<file path="src/rtl/rf_pkg.sv">
// Shared register-file types and writeback requester indices.
// Imported by the writeback scheduler and its arbiter.
package rf_pkg;
  localparam int DATA_W  = 16;
  localparam int ADDR_W  = 4;
  localparam int NUM_REG = 2**ADDR_W;

  localparam int REQ_ALU = 0;
  localparam int REQ_MEM = 1;

  typedef logic [ADDR_W-1:0] reg_idx_t;
  typedef logic [DATA_W-1:0] reg_data_t;
endpackage

</file>
<file path="src/rtl/rr_arbiter2.sv">
// Two-way round-robin arbiter; the flop remembers the
// requester that last completed a handshake.
module rr_arbiter2
  import rf_pkg::*;
(
  input  logic       i_clock,
  input  logic       i_reset,
  input  logic [1:0] i_req,
  output logic [1:0] o_grant
);

  logic r_last;

  always_comb begin
    o_grant = 2'b00;
    case (i_req)
      2'b01:   o_grant = 2'b01;
      2'b10:   o_grant = 2'b10;
      2'b11:   o_grant = r_last ? 2'b01 : 2'b10;
      default: o_grant = 2'b00;
    endcase
  end

  // A grant always coincides with a valid, so it is the handshake.
  always_ff @(posedge i_clock or negedge i_reset) begin
    if (!i_reset) begin
      r_last <= 1'b1;
    end else if (|o_grant) begin
      r_last <= o_grant[REQ_MEM];
    end
  end

endmodule

</file>
<file path="src/rtl/reg_file_wb_scheduler.sv">
// Writeback port sharing, busy scoreboard and
// read-hazard detection for the register file.
module reg_file_wb_scheduler
  import rf_pkg::*;
(
  input  logic               i_clock,
  input  logic               i_reset,
  input  logic               i_wb0_valid,
  input  reg_idx_t           i_wb0_rd,
  input  reg_data_t          i_wb0_data,
  output logic               o_wb0_ready,
  input  logic               i_wb1_valid,
  input  reg_idx_t           i_wb1_rd,
  input  reg_data_t          i_wb1_data,
  output logic               o_wb1_ready,
  input  logic               i_issue_valid,
  input  reg_idx_t           i_issue_rd,
  input  reg_idx_t           i_rs1,
  input  reg_idx_t           i_rs2,
  output logic               o_hazard,
  output logic [NUM_REG-1:0] o_busy,
  output logic               o_rf_write,
  output reg_idx_t           o_rf_rd,
  output reg_data_t          o_rf_writedata,
  output logic               o_wb_err
);

  logic [1:0]         w_grant;
  logic               w_hs;
  reg_idx_t           w_rd;
  reg_data_t          w_data;
  logic               w_commit;
  logic [NUM_REG-1:0] w_set;
  logic [NUM_REG-1:0] w_clr;
  logic [NUM_REG-1:0] w_busy_nxt;

  logic [NUM_REG-1:0] r_busy;
  logic               r_rf_write;
  reg_idx_t           r_rf_rd;
  reg_data_t          r_rf_data;
  logic               r_err;

  rr_arbiter2 u_arb (
    .i_clock (i_clock),
    .i_reset (i_reset),
    .i_req   ({i_wb1_valid, i_wb0_valid}),
    .o_grant (w_grant)
  );

  assign o_wb0_ready = w_grant[REQ_ALU];
  assign o_wb1_ready = w_grant[REQ_MEM];
  assign w_hs        = |w_grant;

  assign w_rd   = w_grant[REQ_MEM] ? i_wb1_rd : i_wb0_rd;
  assign w_data = w_grant[REQ_MEM] ? i_wb1_data : i_wb0_data;

  assign w_commit = w_hs && (w_rd != '0);

  always_comb begin
    w_set = '0;
    w_clr = '0;
    if (i_issue_valid && i_issue_rd != '0) begin
      w_set[i_issue_rd] = 1'b1;
    end
    if (w_commit) begin
      w_clr[w_rd] = 1'b1;
    end
  end

  // Set after clear: a newer producer keeps the register pending.
  assign w_busy_nxt = ((r_busy & ~w_clr) | w_set)
                    & ~NUM_REG'(1);

  always_ff @(posedge i_clock or negedge i_reset) begin
    if (!i_reset) begin
      r_busy     <= '0;
      r_rf_write <= 1'b0;
      r_rf_rd    <= '0;
      r_rf_data  <= '0;
      r_err      <= 1'b0;
    end else begin
      r_busy     <= w_busy_nxt;
      r_rf_write <= w_commit;
      if (w_hs) begin
        r_rf_rd   <= w_rd;
        r_rf_data <= w_data;
      end
      if (w_commit && !r_busy[w_rd]) begin
        r_err <= 1'b1;
      end
    end
  end

  assign o_hazard = ((i_rs1 != '0) && r_busy[i_rs1])
                 || ((i_rs2 != '0) && r_busy[i_rs2]);

  assign o_busy         = r_busy;
  assign o_rf_write     = r_rf_write;
  assign o_rf_rd        = r_rf_rd;
  assign o_rf_writedata = r_rf_data;
  assign o_wb_err       = r_err;

endmodule

</file>
<file path="config.mk">
export PLATFORM = sky130hd
export DESIGN_NAME = reg_file_wb_scheduler
export DESIGN_NICKNAME = d
export VERILOG_FILES = /design/src/rtl/rf_pkg.sv /design/src/rtl/rr_arbiter2.sv /design/src/rtl/reg_file_wb_scheduler.sv
export SDC_FILE = /design/constraint.sdc
export NUM_CORES = 1
export LEC_CHECK = 0
export CAP_MARGIN = 10
export CELL_PAD_IN_SITES_DETAIL_PLACEMENT = 0
export CELL_PAD_IN_SITES_GLOBAL_PLACEMENT = 1
export CORE_MARGIN = 2
export CORE_UTILIZATION = 32
export CTS_BUF_LIST = sky130_fd_sc_hd__clkbuf_2
export DETAILED_ROUTE_END_ITERATION = 6
export PLACE_DENSITY_LB_ADDON = 0.05
export REMOVE_ABC_BUFFERS = 1
export SETUP_SLACK_MARGIN = 0.3
export SYNTH_ARGS = -nofsm -noshare
export SYNTH_HDL_FRONTEND = slang
export SYNTH_SLANG_ARGS = --single-unit
</file>
<file path="constraint.sdc">
create_clock -name i_clock -period 2.4 [get_ports i_clock]
set_input_delay 0.48 -clock i_clock [delete_from_list [all_inputs] [get_ports i_clock]]
set_output_delay 0.48 -clock i_clock [all_outputs]
set_load 0.01 [all_outputs]
</file>
* Word level (Yosys, flattened, before mapping)
Cells that the tools add are included.
Storage, ports and cells: input port bits 57, logic and storage cells 48, flip-flop bits (word level) 38, output and inout port bits 41
Cells by class: reduce and logical (&&, ||, !) cells 14, mux-type cells 16, order comparisons 6, bitwise logic cells 3, eq/ne operators 3
Operator list (number):
- $mux 16 | 3
- $lt 4x5->1 const B | 4
- $and 16x16->16 | 1
- $not 16->16 | 1
- $or 16x16->16 | 1
- $reduce_bool 4->1 | 4
- $bmux 1 s4 | 3
- $demux 1 s4 | 2
- $ge 4x1->1 const B | 2
- $logic_and 1x1->1 | 7
- $pmux 2 s3 | 1
- $mux 1 | 5
- $eq 2x2->1 const B | 2
- $mux 4 | 1
- $eq 2x1->1 const B | 1
- $mux 2 | 1
- $reduce_or 2->1 | 1
- $logic_not 1->1 | 1
- $logic_or 1x1->1 | 1

* Depth between registers and ports, before layout
word-level depth 11, depth in mapped cells 9, gate-level depth less buffers 6

* Cells and area by module
Synthesis repeated with hierarchy kept, for this count alone.
Unflattened totals: cells, all modules 232, area total of the unflattened synthesis 2233.4 um2
By module, submodules not included:
- reg_file_wb_scheduler | sequential area each 925.9 um2, area each 2179.6 um2, instances 1, cells an instance 226
- rr_arbiter2 | sequential area each 26.3 um2, area each 53.8 um2, instances 1, cells an instance 6

* Worst setup path before layout
No wires, ideal clock.
path kind input to register, start point in i_wb1_valid, end point reg r_err (netlist: o_wb_err), arrival time 2.029 ns, setup time 0.080 ns, stages 7, buffers on the path 1, path slack 0.291 ns, cells stage by stage buf_4 > a21boi_4 > mux2i_2 > mux4_2 > nor2_1 > nor4_2 > nor3_2
On the way: cells in the longest elaborated chain, start to end 7
Ends and longest elaborated chain:
- from (decl) | line reg_file_wb_scheduler.sv:12 | input logic i_wb1_valid,
- $eq 2x2->1 / $eq 2x1->1 (equally long branches) | line rr_arbiter2.sv:16 | case (i_req)
- $pmux 2 s3 * | line rr_arbiter2.sv:16
- $mux 4 | line reg_file_wb_scheduler.sv:54 | assign w_rd = w_grant[REQ_MEM] ? i_wb1_rd : i_wb0_rd;
- $bmux 1 s4 | line reg_file_wb_scheduler.sv:88 | if (w_commit && !r_busy[w_rd]) begin
- $mux 1 (not written as such) | line reg_file_wb_scheduler.sv:88
- $logic_not 1->1 | line reg_file_wb_scheduler.sv:88
- $logic_and 1x1->1 * | line reg_file_wb_scheduler.sv:88
- to (signal assigned) | line reg_file_wb_scheduler.sv:80 | r_err <= 1'b0;
- to (signal assigned) | line reg_file_wb_scheduler.sv:89 | r_err <= 1'b1;
- to (decl) | line reg_file_wb_scheduler.sv:41 | logic r_err;
Every way passes the cells marked *; elsewhere a longest branch is shown, timed or not. The select of a mux whose other input is x is not followed. A chain may end at the register's enable or synchronous reset.

* Final worst setup path
start point reg r_busy[8] (netlist: o_busy[8]), end point out o_hazard
On the way: cells in the longest elaborated chain, start to end 4
Ends and longest elaborated chain:
- from (decl) | line reg_file_wb_scheduler.sv:37 | logic [NUM_REG-1:0] r_busy;
- from (signal assigned) | line reg_file_wb_scheduler.sv:82 | r_busy <= w_busy_nxt;
- $bmux 1 s4 (on tied branches) | line reg_file_wb_scheduler.sv:94, reg_file_wb_scheduler.sv:95
- $mux 1 (on tied branches) | line reg_file_wb_scheduler.sv:94, reg_file_wb_scheduler.sv:95
- $logic_and 1x1->1 (on tied branches) | line reg_file_wb_scheduler.sv:94, reg_file_wb_scheduler.sv:95
- $logic_or 1x1->1 * | line reg_file_wb_scheduler.sv:95 | || ((i_rs2 != '0) && r_busy[i_rs2]);
- to (decl) | line reg_file_wb_scheduler.sv:20 | output logic o_hazard,
Marked as above.

==> results list <==
* Count of mapped cells out of synthesis: 274
* Number of synthesized register bits: 38
* Final worst clock skew: 0.00530 ns
- The critical path goes through mux4_2, mux2_4, nand2_1, o211ai_1, buf_2.
- Slew Limit Fails: 0
* Leakage Power: 1.62 nW
* Clock Pin Slew Worst Setup and Hold Paths: 0.20 ns
- On the worst path, the slowest cell contributes a delay of 0.49 ns.
* Clock tree from TritonCTS: done
- Via count of the first global-routing pass: 2652
- Number of antenna violations at the first check in global routing: 0
- Wire length of the first global-routing pass: 13400 um
- In this run the number of H-tree levels came out at 2.
- Clock tree synthesis selected as its root buffer the cell sky130_fd_sc_hd__clkbuf_2.
- Routability-driven placement finished with a final weighted congestion of 0.856.
- At the pin with the least slew margin, the transition time is 0.495 ns.
- Global routing usage summed across all routing layers: 20.1%
* Number of buffers created by CTS: 5
* Number of failing setup endpoints in the final timing report: 0
- Number of hold violations in the final report: 0
* Kind of end point of the critical path: output port
* Number of DRC markers in iteration 0: 129
- During I/O placement, the number of pins put on the boundary was 98.
* Mean area per synthesized cell: 8.74 um^2
- Clock Latency Late Sink: 0.38 ns
- Core Area: 7250 um^2
- In this run the cell area of the synthesized design comes to 2390 um^2.
* Starting utilization of the core area: 33.0%
* Drt first pass iters: 4
- STA puts the critical path data arrival time at 1.88 ns.
- Syn-to-layout area delta: 63.5%
- Of all nets on the critical path, the largest fanout is 6.
* Routed wire length per instance: 15.8 um
- Number of vias in the routed layout: 2631
* Unrepaired setup endpoints after global routing: true
* Number of port buffers: 96
- Summing all non-filler instances in the final layout gives an area of 3920 um^2.
* Pwr Density: 585 nW/um^2
- Ys async rst share: 100%
* Peak clock frequency supported by timing: 423 MHz
- Count of flip-flops with a built-in enable after synthesis: 0
- The worst path needs 2.36 ns of the cycle, external delays included.
* Tightest slew margin relative to the limit: 66.7%
* Path category of the worst min-delay check: in -> reg
* Drt via density: 5.14
- IR analysis of the VDD net gives a maximum drop of 0.328 mV.
* Master of the slowest instance on the critical path: sky130_fd_sc_hd__dfrtp_2
- Number of fillers in the final layout: 719
- Remaining global-route overflow: 0
- Die outline area: 8190 um^2
* Y dimension of the die: 90.5 um
- Of the available clock period, the critical path in the final layout requires 98.4%.
- Summing the sequential cell areas from Yosys gives 39.8% of the chip area.
- Sinks on the clock net: 38
- Utilization of the core after routing: 54.0%
* Number of nets at the end of the flow: 469
- Die X-Extent: 90.5 um
* Number of distinct library cell variants in the gate-level netlist after synthesis: 44
- Largest net degree at the start of global routing: 51
* Run status: complete, no violations
* Post-detailed-route count of antenna-violating nets: 0
- Routed WL: 8060 um
- The Yosys step of the flow raised 0 warnings.
* Share of layout cells above drive strength 1: 23.5%
* # diodes: 0
- Instance area at placement: 3710 um^2
- Row generation in the floorplan step produced 31 rows.
- CTS Buffer Depth: 2
- Worst setup path category: reg -> out
* Most frequently used flop master after synthesis: sky130_fd_sc_hd__dfrtp_1
* Critical Path Start Type: register
- After detailed routing, the number of remaining DRC violations is 0.
- Max-cap violations: 0
- Detailed placer's ending HPWL: 6070 um
- Flop2flop setup slack: 0.40 ns
- Data on the critical path is required at its endpoint by 1.92 ns.
area by class of cell:
type / instances / area [um^2] / share of cell area (%)
timing repair buffer: 145 / 1330 / 33.9
sequential: 38 / 957 / 24.4
clock buffer: 7 / 35.0 / 0.895
multi-input combinational: 203 / 1390 / 35.6
inverter: 19 / 71.3 / 1.82
clock inverter: 1 / 7.51 / 0.192
tap: 99 / 124 / 3.16
cells by family (layout without fill, tap and decap cells):
logic type,count (synthesis),after routing,synth area share [%]
buf+inv,33,172,5.59
simple gates,78,78,15.7
mux,23,23,14.5
other cells,1,1,0.157
compound gates,101,101,24.2
flops,38,38,39.8
metrics by stage:
stage	setup TNS [ns]	worst slack, ns	hold slack (ns)	power, mW	std cells
floorplan	0	0.0943	0.184	1.28	260
global placement	-2.58	-0.600	0.317	1.92	495
detailed placement	-2.77	-0.622	0.319	1.93	495
CTS	-0.00111	-0.00111	0.317	2.28	511
global route	-0.0893	-0.0893	0.314	2.44	512
finish	0	0.0374	0.350	2.29	512
final timing paths:
path | depth (start not counted) | to | from
setup / recovery | 5 | o_hazard | o_busy[8]
hold / removal | 3 | u_arb.r_last | i_wb1_valid
setup reg to reg | 8 | o_wb_err | u_arb.r_last
hold reg to reg | 2 | o_rf_rd[0] | o_rf_rd[0]
max in group asynchronous | 3 | u_arb.r_last | i_reset
min in group asynchronous | 2 | o_rf_writedata[2] | i_reset
report_power, final:
part	leakage, nW	switching [mW]	internal [mW]
clock network	0.0292	0.221	0.0807
registers	0.437	0.113	0.762
logic	1.16	0.473	0.640
total	1.62	0.807	1.48
state kept, by name, indices dropped and copies added, names as in the netlist:
name            count
o_busy             15
o_rf_rd             4
o_rf_write          1
o_rf_writedata     16
o_wb_err            1
u_arb.r_last        1
layout by cell type, fill, tap and decap left out, types with 16 or more instances in the layout:
cell,netlist,routed
sky130_fd_sc_hd__a21oi_1,28,26
sky130_fd_sc_hd__a31oi_1,17,17
sky130_fd_sc_hd__buf_4,2,43
sky130_fd_sc_hd__clkdlybuf4s50_1,0,86
sky130_fd_sc_hd__dfrtp_1,37,33
sky130_fd_sc_hd__inv_1,17,17
sky130_fd_sc_hd__nand2_1,20,20
sky130_fd_sc_hd__nor2_1,31,29
sky130_fd_sc_hd__o21ai_0,24,16
sky130_fd_sc_hd__o21ai_1,9,17
sky130_fd_sc_hd__o22ai_1,16,16
Yosys cell counts (2+ instances only):
master	n	share of area (%)
sky130_fd_sc_hd__dfrtp_1	37	39
sky130_fd_sc_hd__nor2_1	31	4.9
sky130_fd_sc_hd__a21oi_1	28	5.9
sky130_fd_sc_hd__o21ai_0	24	5.0
sky130_fd_sc_hd__nand2_1	20	3.1
sky130_fd_sc_hd__a31oi_1	17	4.4
sky130_fd_sc_hd__inv_1	17	2.7
sky130_fd_sc_hd__o22ai_1	16	4.2
sky130_fd_sc_hd__clkbuf_1	10	1.6
sky130_fd_sc_hd__o21ai_1	9	1.9
sky130_fd_sc_hd__mux4_2	8	7.5
sky130_fd_sc_hd__mux2_2	7	3.3
sky130_fd_sc_hd__nand2b_1	6	1.6
sky130_fd_sc_hd__mux2i_1	5	2.1
sky130_fd_sc_hd__nor3_1	3	0.63
sky130_fd_sc_hd__buf_2	2	0.42
sky130_fd_sc_hd__buf_4	2	0.63
sky130_fd_sc_hd__mux2i_2	2	1.1
sky130_fd_sc_hd__nand3_1	2	0.42
sky130_fd_sc_hd__nand3b_1	2	0.63
sky130_fd_sc_hd__nand4_1	2	0.52
sky130_fd_sc_hd__or3_1	2	0.52
repair_timing:
action / 4_1_cts / 5_1_grt
pin swaps: 4 / 10
hold endpoints to repair: 4 / 0
resized for setup: 23 / 26
setup endpoints to repair: 8 / 15
buffers inserted: 7 / 1
hold buffers: 1 / 0
critical path, delay by kind of cell, from the launching register on:
family,cells,cell delay [ns]
simple gates,1,0.06
compound gates,1,0.07
buf+inv,1,0.14
mux,2,0.74
flops,1,0.49
routing by layer:
metal / global-route usage (%) / share of wire, %
met5: 0 / 0
met4: 5.51 / 0.89
met3: 4.26 / 4.6
met2: 32.1 / 47
met1: 27.8 / 47
Note: power is estimated with default switching activity, not from simulation.
